**src/rtl/crc16_frame_tx.sv**
```systemverilog
// Frames a payload byte stream as SYNC0 SYNC1 payload CRC_LO CRC_HI. The trailer is CRC-16/USB and is sent low byte first.
// The output is registered and stalls hold m_data/m_valid; s_ready is only high while payload can flow.
module crc16_frame_tx #(
  parameter logic [7:0]  SYNC0      = 8'hEB,
  parameter logic [7:0]  SYNC1      = 8'h90,
  parameter int unsigned GAP_CYCLES = 2
) (
  input  logic        clk,
  input  logic        rst,
  input  logic [7:0]  s_data,
  input  logic        s_valid,
  input  logic        s_last,
  output logic        s_ready,
  output logic [7:0]  m_data,
  output logic        m_valid,
  input  logic        m_ready,
  output logic        busy,
  output logic [15:0] frame_cnt
);
  localparam int GW = (GAP_CYCLES < 2) ? 1 : $clog2(GAP_CYCLES + 1);

  typedef enum logic [2:0] {
    S_IDLE, S_SYNC0, S_SYNC1, S_DATA, S_CRC_LO, S_CRC_HI, S_GAP
  } state_t;

  state_t        state_q, state_d;
  logic [7:0]    m_data_q, m_data_d;
  logic          m_valid_q, m_valid_d;
  logic          busy_q, busy_d;
  logic          hi_q, hi_d;
  logic [15:0]   frame_cnt_q, frame_cnt_d;
  logic [15:0]   crc_q, crc_d;
  logic [15:0]   crc_final;
  logic [GW-1:0] gap_q, gap_d;
  logic          free;
  logic          s_fire;

  // The register holds the non-reflected form, so data bits enter LSB first.
  function automatic logic [15:0] crc_byte(input logic [15:0] c, input logic [7:0] d);
    logic [15:0] r;
    logic        fb;
    r = c;
    for (int i = 0; i < 8; i++) begin
      fb = r[15] ^ d[i];
      r  = {r[14:0], 1'b0} ^ (fb ? 16'h8005 : 16'h0000);
    end
    return r;
  endfunction

  always_comb begin
    crc_final = 16'h0000;
    for (int i = 0; i < 16; i++) crc_final[i] = ~crc_q[15-i];
  end

  assign free    = !m_valid_q || m_ready;
  assign s_ready = ((state_q == S_SYNC1) || (state_q == S_DATA)) && free;
  assign s_fire  = s_valid && s_ready;

  always_comb begin
    state_d     = state_q;
    m_data_d    = m_data_q;
    m_valid_d   = m_valid_q;
    busy_d      = busy_q;
    hi_d        = hi_q;
    frame_cnt_d = frame_cnt_q;
    crc_d       = crc_q;
    gap_d       = gap_q;
    case (state_q)
      S_IDLE: begin
        if (s_valid) begin
          crc_d     = 16'hFFFF;
          busy_d    = 1'b1;
          m_data_d  = SYNC0;
          m_valid_d = 1'b1;
          state_d   = S_SYNC0;
        end
      end
      S_SYNC0: begin
        if (m_ready) begin
          m_data_d = SYNC1;
          state_d  = S_SYNC1;
        end
      end
      S_SYNC1, S_DATA: begin
        if (s_fire) begin
          m_data_d  = s_data;
          m_valid_d = 1'b1;
          crc_d     = crc_byte(crc_q, s_data);
          state_d   = s_last ? S_CRC_LO : S_DATA;
        end else if (free) begin
          m_valid_d = 1'b0;
          state_d   = S_DATA;
        end
      end
      S_CRC_LO: begin
        if (free) begin
          m_data_d  = crc_final[7:0];
          m_valid_d = 1'b1;
          hi_d      = 1'b0;
          state_d   = S_CRC_HI;
        end
      end
      S_CRC_HI: begin
        // hi_q tells whether the byte on the output is the low or the high trailer byte.
        if (m_ready) begin
          if (!hi_q) begin
            m_data_d = crc_final[15:8];
            hi_d     = 1'b1;
          end else begin
            m_valid_d   = 1'b0;
            hi_d        = 1'b0;
            frame_cnt_d = frame_cnt_q + 16'd1;
            gap_d       = GW'(GAP_CYCLES);
            if (GAP_CYCLES == 0) begin
              busy_d  = 1'b0;
              state_d = S_IDLE;
            end else begin
              state_d = S_GAP;
            end
          end
        end
      end
      S_GAP: begin
        gap_d = gap_q - GW'(1);
        // The last gap cycle doubles as the idle cycle, so a waiting source loses exactly GAP_CYCLES.
        if (gap_q <= GW'(1)) begin
          if (s_valid) begin
            crc_d     = 16'hFFFF;
            m_data_d  = SYNC0;
            m_valid_d = 1'b1;
            state_d   = S_SYNC0;
          end else begin
            busy_d  = 1'b0;
            state_d = S_IDLE;
          end
        end
      end
      default: state_d = S_IDLE;
    endcase
  end

  always_ff @(posedge clk or negedge rst) begin
    if (!rst) begin
      state_q     <= S_IDLE;
      m_data_q    <= 8'h00;
      m_valid_q   <= 1'b0;
      busy_q      <= 1'b0;
      hi_q        <= 1'b0;
      frame_cnt_q <= 16'h0000;
      crc_q       <= 16'hFFFF;
      gap_q       <= '0;
    end else begin
      state_q     <= state_d;
      m_data_q    <= m_data_d;
      m_valid_q   <= m_valid_d;
      busy_q      <= busy_d;
      hi_q        <= hi_d;
      frame_cnt_q <= frame_cnt_d;
      crc_q       <= crc_d;
      gap_q       <= gap_d;
    end
  end

  assign m_data    = m_data_q;
  assign m_valid   = m_valid_q;
  assign busy      = busy_q;
  assign frame_cnt = frame_cnt_q;
endmodule

```
**config.mk**
```make
export PLATFORM = sky130hd
export DESIGN_NAME = crc16_frame_tx
export DESIGN_NICKNAME = d
export VERILOG_FILES = /design/src/rtl/crc16_frame_tx.sv
export SDC_FILE = /design/constraint.sdc
export NUM_CORES = 1
export LEC_CHECK = 0
export BUFFER_PORTS_ARGS = -buffer_cell sky130_fd_sc_hd__buf_2
export CORE_AREA = 3 3 77 79
export DETAILED_ROUTE_END_ITERATION = 16
export DIE_AREA = 0 0 80 82
export GPL_ROUTABILITY_DRIVEN = 0
export GPL_TIMING_DRIVEN = 0
export PLACE_DENSITY = 0.74
export SYNTH_ARGS = -nofsm -noshare
export SYNTH_HDL_FRONTEND = slang
export SYNTH_SLANG_ARGS = --single-unit
```
**constraint.sdc**
```tcl
create_clock -name clk -period 2 [get_ports clk]
set_input_delay 0.6 -clock clk [delete_from_list [all_inputs] [get_ports clk]]
set_output_delay 0.6 -clock clk [all_outputs]
set_load 0.01 [all_outputs]
```
* Word-level counts from Yosys, hierarchy flattened
Cells that the tools add are included.
Storage, ports and cells: bits in registers 48, bits in latches 0, memory bits (writable) 0, memory bits (read-only) 0, bits of input ports 13, output and inout port bits 27, logic and storage cells 129, memories kept 0
Cells by class: add/sub/neg operators 2, $mul 0, divide/modulo/power cells 0, magnitude comparators 1, equality and inequality tests 16, shifts and indexed selects 0, multiplexer cells 49, bitwise logic cells 32, reduce and logical (&&, ||, !) cells 21
Operators with widths (number):
- $mux 16 | 11
- $xor 16x16->16 | 8
- $mux 8 | 7
- $pmux 16 s3 | 1
- $pmux 8 s6 | 1
- $mux 3 | 9
- $ne 2x2->1 const B | 9
- $pmux 3 s6 | 1
- $add 16x1->16 const B | 1
- $not 1->1 | 16
- $reduce_and 7->1 | 2
- $mux 1 | 13
- $reduce_and 3->1 | 4
- $eq 3x3->1 const B | 3
- $xor 1x1->1 | 8
- $eq 3x2->1 const B | 2
- $reduce_and 6->1 | 1
- $reduce_bool 2->1 | 3
- $reduce_bool 6->1 | 1
- $pmux 1 s5 | 1
- $reduce_bool 5->1 | 1
- $mux 2 | 2
- $pmux 1 s2 | 2
- $pmux 2 s2 | 1
- 11 further kinds | 13

* Longest topological paths before layout
Gate-level depths: netlist of run 1.
depth after elaboration 26, depth in mapped cells 9, depth with buffers taken out 7

* Worst setup path before layout of run 1
OpenSTA, ideal clock, no wires.
kind register to register, from register state_q[2], to register m_data_q[0] (netlist: m_data[0]), library setup time 0.125 ns, arrival time 1.836 ns, required time 1.875 ns, slack 0.039 ns, stages on the path, launching flop included 10, path buffers 3, clock period less this slack 1.961 ns, cells stage by stage dfrtp_1 > buf_2 > inv_1 > ha_1 > clkbuf_1 > nor2_1 > nand3b_1 > and4_1 > buf_6 > mux2_2
On the way: longest elaborated chain between the ends 6, elaborated cells between the ends (all ways) 20, classes of those cells 12 x eq/ne; 1 x mux; 7 x reduce/logical
RTL lines:
- start, declared | RTL line 26 | state_t state_q, state_d;
- start signal, assigned | RTL line 153 | state_q <= state_d;
- $eq 3x2->1 | RTL line 56, 68
- $logic_or 1x1->1 | RTL line 56 | assign s_ready = ((state_q == S_SYNC1) || (state_q == S_DATA)) && free;
- $logic_and 1x1->1 | RTL line 56
- $logic_and 1x1->1 | RTL line 57 | assign s_fire = s_valid && s_ready;
- $ne 2x2->1 (no line)
- $reduce_and 7->1 (no line)
- end signal, assigned | RTL line 154 | m_data_q <= m_data_d;
- end, declared | RTL line 27 | logic [7:0] m_data_q, m_data_d;
Several ways; a longest one is shown, not always the timed one. A chain may end at the register's enable or synchronous reset.

* Final worst setup path of run 1
from register state_q[2], to output port s_ready
On the way: longest elaborated chain between the ends 3, elaborated cells between the ends (all ways) 4, classes of those cells 2 x eq/ne; 2 x reduce/logical
RTL lines:
- $eq 3x2->1 | RTL line 56
- $logic_or 1x1->1 * | RTL line 56
- $logic_and 1x1->1 * | RTL line 56
- end, declared | RTL line 13 | output logic s_ready,
Mark *: on every way between the ends. The rest lies on a longest branch, timed or not.

==> run metrics, run 1 <==
Rows 27; critical path class reg -> out; clk_lat worst skew ~300 ps; CTS buffer count 5; Worst Setup Start Kind flop; Die Wd 80 um; antenna cells 0; Worst-path clk slew 90 ps; mean post-synth cell area 10.5 sq um; most frequent cells in the layout buf_2, dfrtp_1, xnor2_1; fin cells 380; Final Max Tran Viols 0; Post-Syn Area 0.00269 sq mm; area leader, netlist dfrtp_1; Root Driver clkbuf_8; core footprint 0.00541 sq mm; area grow syn2layout 17.8%; Syn Nets 275; first-pass iteration count of the detailed router 4; Critical Path Max Stage Delay 400 ps; Via density 5.53; dpl ws -312 ps; initial antenna violation count 0; largest net degree at the start of global routing 49; I/O Buffers 39; Distinct cells, synth 52; synth top area cells dfrtp_1, dfstp_2, xnor2_1, o22a_1, xor2_1; post-layout instance area 0.00317 sq mm; # nets final 325; GRT Residual Overflow 0; outcome complete, no violations; HPWL Detailed approximately 4 mm; Worst Tran Pin Value 1040 ps; first-pass GRT wire length 9.57 mm; share of total power in the clock network 0.110; fin crit period roughly 2000 ps; Leak between 1 and 1.5 nW; final hold violation count 0; Post-DP Area 0.00298 sq mm; Final setup viols 0; crit path buf inv count 4; H-tree lvl count 2; Int Pwr 3.10 mW; sequential share of power 0.319; fill count 490; setup ws final 44.1 ps; CP Cell Sequence buf_6 > inv_4 > ha_4 > nand2_2 > inv_2 > buf_2; starting density of the core 0.498; GRT Total Usage 0.187; Critical-path top delay cell dfrtp_1; Vias 2103; critical path's top delay family flip-flops; hold_buf cts 0; ys async rst share 1.00; clock skew between 10 and 15 ps; Hold Crit Class in -> async; post-route setup TNS 0 ps; WL per Instance 15.5 um; Sw Share 0.395; Slew headroom 0.305; DR DRC count 0; Yosys top cell area share 0.298; final wirelength 5.88 mm; die height ~80 um; most common cell after layout, fill and taps aside buf_2; predominant post-synthesis flop cell dfrtp_1; yosys warns 0; power per cell area approximately 1600 mW/mm^2; Seq cells post-synth 48; Comb pwr share 0.571; Iteration-0 DRC Markers 139; RSZ-0062 raised after global routing true; die area 0.00656 sq mm; Max rail drop VDD 980 uV; vias in the first global route 2008; Clock Tree Buf Depth 2; fraction of layout cells with a size suffix above 1 0.328; Post-synth EDFFs 0; CP max FO 8; register area share after synthesis 0.454; Max-Cap Viols 0; kind of end point of the critical path output port; CTS Sinks 48; Tcrit/Tclk final 0.978; Psw 2.03 mW; DP Cell Count 368; CP required around 1400 ps; Max Freq between 500 and 600 MHz; io pins 40; CTS tree yes; Critical Path AT 1360 ps; Cells after Synth roughly 260; Antenna Nets Post-Route 0
==> path summary, 6_finish.rpt <==
kind,depth (start not counted),start,endpoint,slack [ps]
worst max-delay path,6,state_q[2]$_DFFE_PN0P_,s_ready,40
worst min-delay path,1,rst,m_valid$_DFFE_PN0P_,470
worst max register to register,7,state_q[2]$_DFFE_PN0P_,state_q[0]$_DFFE_PN0P_,50
worst min register to register,1,frame_cnt[15]$_DFFE_PN0P_,frame_cnt[15]$_DFFE_PN0P_,470
max in group asynchronous,1,rst,state_q[1]$_DFFE_PN0P_,820
min in group clk,1,frame_cnt[15]$_DFFE_PN0P_,frame_cnt[15]$_DFFE_PN0P_,470
==> registers in the layout, summed over array words and instances, names as in the netlist <==
name / flops
m_valid: 1
frame_cnt: 16
hi_q: 1
crc_q: 16
busy: 1
m_data: 8
gap_q: 2
state_q: 3
==> power groups by stage <==
| stage | clock network [mW] | registers [mW] | logic, mW |
|---|---|---|---|
| 6_report | 0.564 | 1.64 | 2.93 |
| 5_1_grt | 0.619 | 1.68 | 3.19 |
| 3_5_place_dp | 0 | 1.65 | 2.72 |
| 2_1_floorplan | 0 | 1.65 | 2.07 |
| 4_1_cts | 0.583 | 1.63 | 2.82 |
| 3_3_place_gp | 0 | 1.63 | 2.68 |
==> Yosys cell counts, types with 6 or more instances <==
| library cell | n |
|---|---|
| dfrtp_1 | 32 |
| nand2_1 | 20 |
| xnor2_1 | 20 |
| nor2_1 | 18 |
| dfstp_2 | 16 |
| o22a_1 | 15 |
| a21oi_1 | 13 |
| xor2_1 | 12 |
| mux2_2 | 9 |
| inv_1 | 8 |
| nand3_1 | 7 |
| o211ai_1 | 6 |
| o21ai_0 | 6 |
==> worst reg2reg max path, cell delays in order (launching register included) <==
cell	delay, ps
dfrtp_1	370
buf_6	140
or3b_1	370
buf_6	160
a21o_1	190
and2_1	180
nand2_2	100
mux2_2	340
==> final cells by class <==
cell class / count / area, sq um / area share
clock buffers: 7 / 76.3 / 0.0241
well taps: 72 / 90.1 / 0.0284
inverters: 8 / 32.5 / 0.0103
repair buffers: 45 / 240 / 0.0758
flip-flops and latches: 48 / 1220 / 0.386
plain buffers: 11 / 76.3 / 0.0241
multi-input cells: 188 / 1430 / 0.450
clock inverters: 1 / 5.00 / 0.00158
==> per-stage QoR <==
step	total power, mW	utilization	hold slack (ps)
2_1_floorplan	3.73	-	304
3_3_place_gp	4.31	0.550	454
6_report	5.13	0.586	467
3_5_place_dp	4.37	0.550	464
5_1_grt	5.49	0.586	515
4_1_cts	5.03	0.575	477
==> kinds of logic (layout without fill, tap and decap cells) <==
| family | count (synthesis) | count (layout) | synth area share |
|---|---|---|---|
| and+or+nand+nor | 77 | 77 | 0.148 |
| buffers and inverters | 21 | 72 | 0.0372 |
| adders and majority gates | 5 | 5 | 0.0233 |
| AOI/OAI and AO/OA | 57 | 57 | 0.152 |
| DFF | 48 | 48 | 0.454 |
| xor gates and xnor gates | 36 | 36 | 0.133 |
| muxes | 13 | 13 | 0.0526 |
==> layer usage <==
layer / global-route usage / wire length [um] / part of all wire / vias to the layer above
li1: - / - / - / 1014
met1: 0.254 / 2660 / 0.45 / 1028
met2: 0.309 / 2930 / 0.50 / 55
met3: 0.0340 / 248 / 0.042 / 6
met4: 0.0490 / 43 / 0.0073 / 0
met5: 0 / 0 / 0 / -
==> what timing repair did <==
item,4_1_cts,5_1_grt
setup endpoints to repair,31,27
setup buffers,3,3
endpoints found under the hold margin,0,0
pin swaps,0,2
resized for setup,8,14
Power figures use the tool's default switching activity.
==> run 2, diff against run 1 <==
CELL_PAD_IN_SITES_DETAIL_PLACEMENT = 0   (was not set)
CELL_PAD_IN_SITES_GLOBAL_PLACEMENT = 1   (was not set)
CORE_AREA = 3 3 87 89   (was 3 3 77 79)
DIE_AREA = 0 0 90 92   (was 0 0 80 82)
PLACE_DENSITY = not set   (was 0.74)
PLACE_DENSITY_LB_ADDON = 0.1   (was not set)
==> run metrics, run 2 (synthesis gave the netlist of run 1 again) <==
share of total power in the clock network 0.155 (was 0.110); CTS buffer count 5 (unchanged); WL per Instance 15.7 um (was 15.5 um); most common cell after layout, fill and taps aside buf_2 (unchanged); Critical-path top delay cell dfrtp_1 (unchanged); largest net degree at the start of global routing 49 (unchanged); first-pass iteration count of the detailed router 4 (unchanged); GRT Residual Overflow 0 (unchanged); Root Driver clkbuf_8 (unchanged); dpl ws -422 ps (was -312 ps); clock skew 10.5 ps (was 12.5 ps); setup ws final 36.2 ps (was 44.1 ps); Worst Setup Start Kind flop (unchanged); Leak 1.48 nW (was 1.43 nW); first-pass GRT wire length 10.4 mm (was 9.57 mm); Worst Tran Pin Value 1090 ps (was 1040 ps); post-route setup TNS 0 ps (unchanged); die area 0.00828 sq mm (was 0.00656 sq mm); clk_lat worst skew 300 ps (about the same); final hold violation count 0 (unchanged); RSZ-0062 raised after global routing true (unchanged); kind of end point of the critical path flop (was output port); DR DRC count 0 (unchanged); Clock Tree Buf Depth 2 (unchanged); area grow syn2layout 21.7% (was 17.8%); Max Freq 509 MHz (was 511 MHz); fraction of layout cells with a size suffix above 1 0.334 (was 0.328); HP Start frame_cnt[15]$_DFFE_PN0P_; outcome complete, no violations (unchanged); antenna cells 0 (unchanged); Max rail drop VDD 1080 uV (was 980 uV); HPWL Detailed 4.37 mm (was 4.07 mm); worst setup path start state_q[2]$_DFFE_PN0P_ (unchanged); Worst-path clk slew 100 ps (was 90 ps); I/O Buffers 39 (unchanged); die height 92 um (was 82 um); Slew headroom 0.277 (was 0.305); core footprint 0.00683 sq mm (was 0.00541 sq mm); Psw 2.07 mW (was 2.03 mW); starting density of the core 0.394 (was 0.498); Critical Path AT 2160 ps (was 1360 ps); Tcrit/Tclk final 0.982 (was 0.978); hold_buf cts 0 (unchanged); fin cells 407 (was 380); io pins 40 (unchanged); post-layout total power 5.46 mW (was 5.13 mW); initial antenna violation count 0 (unchanged); Hold Crit Class reg -> reg (was in -> async); Int Pwr 3.39 mW (was 3.10 mW); reg-to-reg critical path startpoint state_q[2]$_DFFE_PN0P_ (unchanged); Final Max Tran Viols 0 (unchanged); Comb pwr share 0.543 (was 0.571); crit path buf inv count 2 (was 4); fin crit period 1960 ps (about the same); CTS Sinks 48 (unchanged); vias in the first global route 1973 (was 2008); most frequent cells in the layout buf_2, dfrtp_1, xnor2_1 (unchanged); DP Cell Count 392 (was 368); critical path class reg -> reg (was reg -> out); Iteration-0 DRC Markers 83 (was 139); CP max FO 10 (was 8); Crit path top cell by count buf_6; Vias 2086 (was 2103); final wirelength 6.39 mm (was 5.88 mm); critical path's top delay family simple AND/OR/NAND/NOR gates (was flip-flops); CP required 2190 ps (was 1400 ps); Antenna Nets Post-Route 0 (unchanged); Die Wd 90 um (was 80 um); sequential share of power 0.301 (was 0.319); Critical Path Max Stage Delay 380 ps (was 400 ps); Sw Share 0.379 (was 0.395); # nets final 328 (was 325); Via density 5.13 (was 5.53); power per cell area 1670 mW/mm^2 (was 1620 mW/mm^2); Final setup viols 0 (unchanged); GRT Total Usage 0.155 (was 0.187); CTS tree yes (unchanged); Max-Cap Viols 0 (unchanged); CP Cell Sequence buf_6 > or3b_4 > buf_6 > a21o_1 > and2_1 > nand2_2 > mux2_2 (was buf_6 > inv_4 > ha_4 > nand2_2 > inv_2 > buf_2); Rows 30 (was 27); H-tree lvl count 2 (unchanged)
[run 2: layout make-up]
class                   instances  area, sq um
inverters                       8         32.5
multi-input cells             188         1420
fillers                       679         3560
clock buffers                   5         68.8
well taps                      96          120
repair buffers                 47          253
clock inverters                 3         68.8
plain buffers                  12         86.3
flip-flops and latches         48         1220
[run 2: worst reg2reg max path: stages (launching register included)]
cell,delay [ps]
dfrtp_1,380
buf_6,140
or3b_4,380
buf_6,160
a21o_1,190
and2_1,170
nand2_2,90
mux2_2,350
[run 2: what timing repair did]
item | in CTS | in global routing
gates resized for setup | 14 | 11
setup endpoints to repair | 32 | 28
pin swaps | 0 | 2
buffers inserted | 0 | 8
[run 2: path summary, 6_finish.rpt]
path                                             end  slack, ps  cells after the start
hold reg to reg            frame_cnt[15]$_DFFE_PN0P_        470                      1
setup reg to reg              state_q[0]$_DFFE_PN0P_         40                      7
min in group asynchronous       gap_q[1]$_DFFE_PN0P_        480                      1
hold / removal             frame_cnt[15]$_DFFE_PN0P_        470                      1
max in group asynchronous     state_q[1]$_DFFE_PN0P_        760                      1
setup / recovery              state_q[0]$_DFFE_PN0P_         40                      7
[run 2: power groups by stage]
stage | combinational, mW | clock [mW] | sequential [mW]
6_report | 2.97 | 0.849 | 1.65
5_1_grt | 3.28 | 0.903 | 1.70
4_1_cts | 2.83 | 0.869 | 1.64
3_5_place_dp | 2.75 | 0 | 1.66
3_3_place_gp | 2.74 | 0 | 1.65
2_1_floorplan | 2.07 | 0 | 1.65
[run 2: stage by stage]
step / area, sq um / hold slack, ps / util
5_1_grt: 3270 / 505 / 0.479
3_5_place_dp: 3010 / 460 / 0.440
2_1_floorplan: 2690 / 304 / -
4_1_cts: 3190 / 475 / 0.466
3_3_place_gp: 3010 / 455 / 0.440
6_report: 3270 / 468 / 0.479
[run 2: routing by layer]
| metal | GRT usage | up-vias | wire length (um) |
|---|---|---|---|
| li1 | - | 1020 | - |
| met1 | 0.226 | 1013 | 3250 |
| met2 | 0.227 | 43 | 2760 |
| met3 | 0.0336 | 10 | 265 |
| met4 | 0.0536 | 0 | 105 |
| met5 | 0 | - | 0 |
==> run 3, diff against run 2 <==
GPL_ROUTABILITY_DRIVEN = not set   (was 0)
MAX_ROUTING_LAYER = met4   (was not set)
==> run metrics, run 3 (synthesis gave the netlist of run 1 again) <==
io pins 40 (unchanged); fin cells 407 (unchanged); area grow syn2layout 21.7% (unchanged); fill count 679 (unchanged); kind of end point of the critical path flop (unchanged); Iteration-0 DRC Markers 92 (was 83); Rows 30 (unchanged); most common cell after layout, fill and taps aside buf_2 (unchanged); first-pass GRT wire length 10.4 mm (unchanged); GR met1 Demand/Resource 0.227 (was 0.226); WL per Instance 15.7 um (about the same); outcome complete, no violations (unchanged); CP max FO 10 (unchanged); Die Wd 90 um (unchanged); Critical Path AT 2160 ps (about the same); Sequential Area 0.00122 sq mm (unchanged); most frequent cells in the layout buf_2, dfrtp_1, xnor2_1 (unchanged); I/O Buffers 39 (unchanged); core footprint 0.00683 sq mm (unchanged); Final Max Tran Viols 0 (unchanged); Via density 5.13 (about the same); Slew headroom 0.275 (was 0.277); first-pass iteration count of the detailed router 4 (unchanged); die height 92 um (unchanged); HPWL Detailed 4.37 mm (unchanged); CTS buffer count 5 (unchanged); GRT Residual Overflow 0 (unchanged); RePlAce Congestion 0.801; Hold Crit Class reg -> reg (unchanged); clk_lat worst skew 300 ps (about the same); area occupied by multi-input gates 0.00142 sq mm (unchanged); Worst-path clk slew 100 ps (about the same); hold_buf cts 0 (unchanged); DR DRC count 0 (unchanged); Root Driver clkbuf_8 (unchanged); routing usage on met2 0.227 (unchanged); Worst Setup Start Kind flop (unchanged); critical path class reg -> reg (unchanged); antenna cells 0 (unchanged); CP required 2190 ps (about the same); vias in the first global route 1974 (was 1973); fraction of layout cells with a size suffix above 1 0.334 (unchanged); GRT Total Usage 0.160 (was 0.155); Max-Cap Viols 0 (unchanged); post-route setup TNS 0 ps (unchanged); clock skew 11.4 ps (was 10.5 ps); die area 0.00828 sq mm (unchanged); Final setup viols 0 (unchanged); grt met3 use 0.0320 (was 0.0336); Worst Tran Pin Value 1090 ps (about the same); power per cell area 1670 mW/mm^2 (about the same); final wirelength 6.41 mm (was 6.39 mm); Antenna Nets Post-Route 0 (unchanged); Leak 1.48 nW (unchanged); initial antenna violation count 0 (unchanged); H-tree lvl count 2 (unchanged); Tcrit/Tclk final 0.982 (about the same); starting density of the core 0.394 (unchanged); largest net degree at the start of global routing 49 (unchanged); fin crit period 1960 ps (about the same); Max Freq 509 MHz (about the same); DP Cell Count 392 (unchanged); # nets final 328 (unchanged); GR peak layer met1 (was met2); CTS tree yes (unchanged); Max rail drop VDD 1080 uV (about the same); Clock Tree Buf Depth 2 (unchanged); Vias 2089 (was 2086); final hold violation count 0 (unchanged); Layout Utilization 0.479 (unchanged); RSZ-0062 raised after global routing true (unchanged); CTS Sinks 48 (unchanged)
[run 3: cell counts in the layout (fill, tap and decap cells not counted)]
No cell type changed its count.
[run 3: worst max-delay path, stage by stage, from the launching register on]
cell and delay (ps):
dfrtp_1 380, buf_6 150, or3b_4 380, buf_6 160, a21o_1 190, and2_1 170
nand2_2 90, mux2_2 350
[run 3: per-stage QoR]
step                hold slack, ps  worst slack [ps]  cell area, sq um  power, mW
finish                         468              36.5              3270       5.47
global route                   505             -72.7              3270       5.89
CTS                            475             -3.93              3190       5.34
detailed placement             460              -422              3010       4.40
global placement               455              -427              3010       4.39
floorplan                      304              39.1              2690       3.73
[run 3: cell type report]
class / instances / share of cell area
Timing Repair Buffer: 47 / 0.0772
Clock buffer: 5 / 0.0210
Inverter: 8 / 0.00994
Tap cell: 96 / 0.0367
Multi-Input combinational cell: 188 / 0.434
Clock inverter: 3 / 0.0210
Buffer: 12 / 0.0264
Sequential cell: 48 / 0.373
[run 3: path summary, 6_finish.rpt]
kind	from	slack, ps	cells after the start	end
setup / recovery	state_q[2]$_DFFE_PN0P_	40	7	state_q[0]$_DFFE_PN0P_
hold / removal	frame_cnt[15]$_DFFE_PN0P_	470	1	frame_cnt[15]$_DFFE_PN0P_
setup reg to reg	state_q[2]$_DFFE_PN0P_	40	7	state_q[0]$_DFFE_PN0P_
hold reg to reg	frame_cnt[15]$_DFFE_PN0P_	470	1	frame_cnt[15]$_DFFE_PN0P_
max in group asynchronous	rst	760	1	state_q[1]$_DFFE_PN0P_
min in group asynchronous	rst	490	1	gap_q[1]$_DFFE_PN0P_
[run 3: power breakdown]
group          total, mW  internal, mW  leakage (nW)  switching (mW)
sequential          1.65          1.38         0.569           0.266
clock              0.848         0.503        0.0687           0.345
combinational       2.98          1.51         0.842            1.47
total               5.47          3.39          1.48            2.08
[run 3: layer usage]
layer / vias up / wire [um]
li1: 1020 / -
met1: 1016 / 3280
met2: 45 / 2770
met3: 8 / 274
met4: 0 / 86
met5: - / 0
[run 3: what timing repair did]
action	CTS	global route
pin swaps	0	2
gates resized for setup	14	11
endpoints found under the setup margin	32	28
setup buffers	0	8
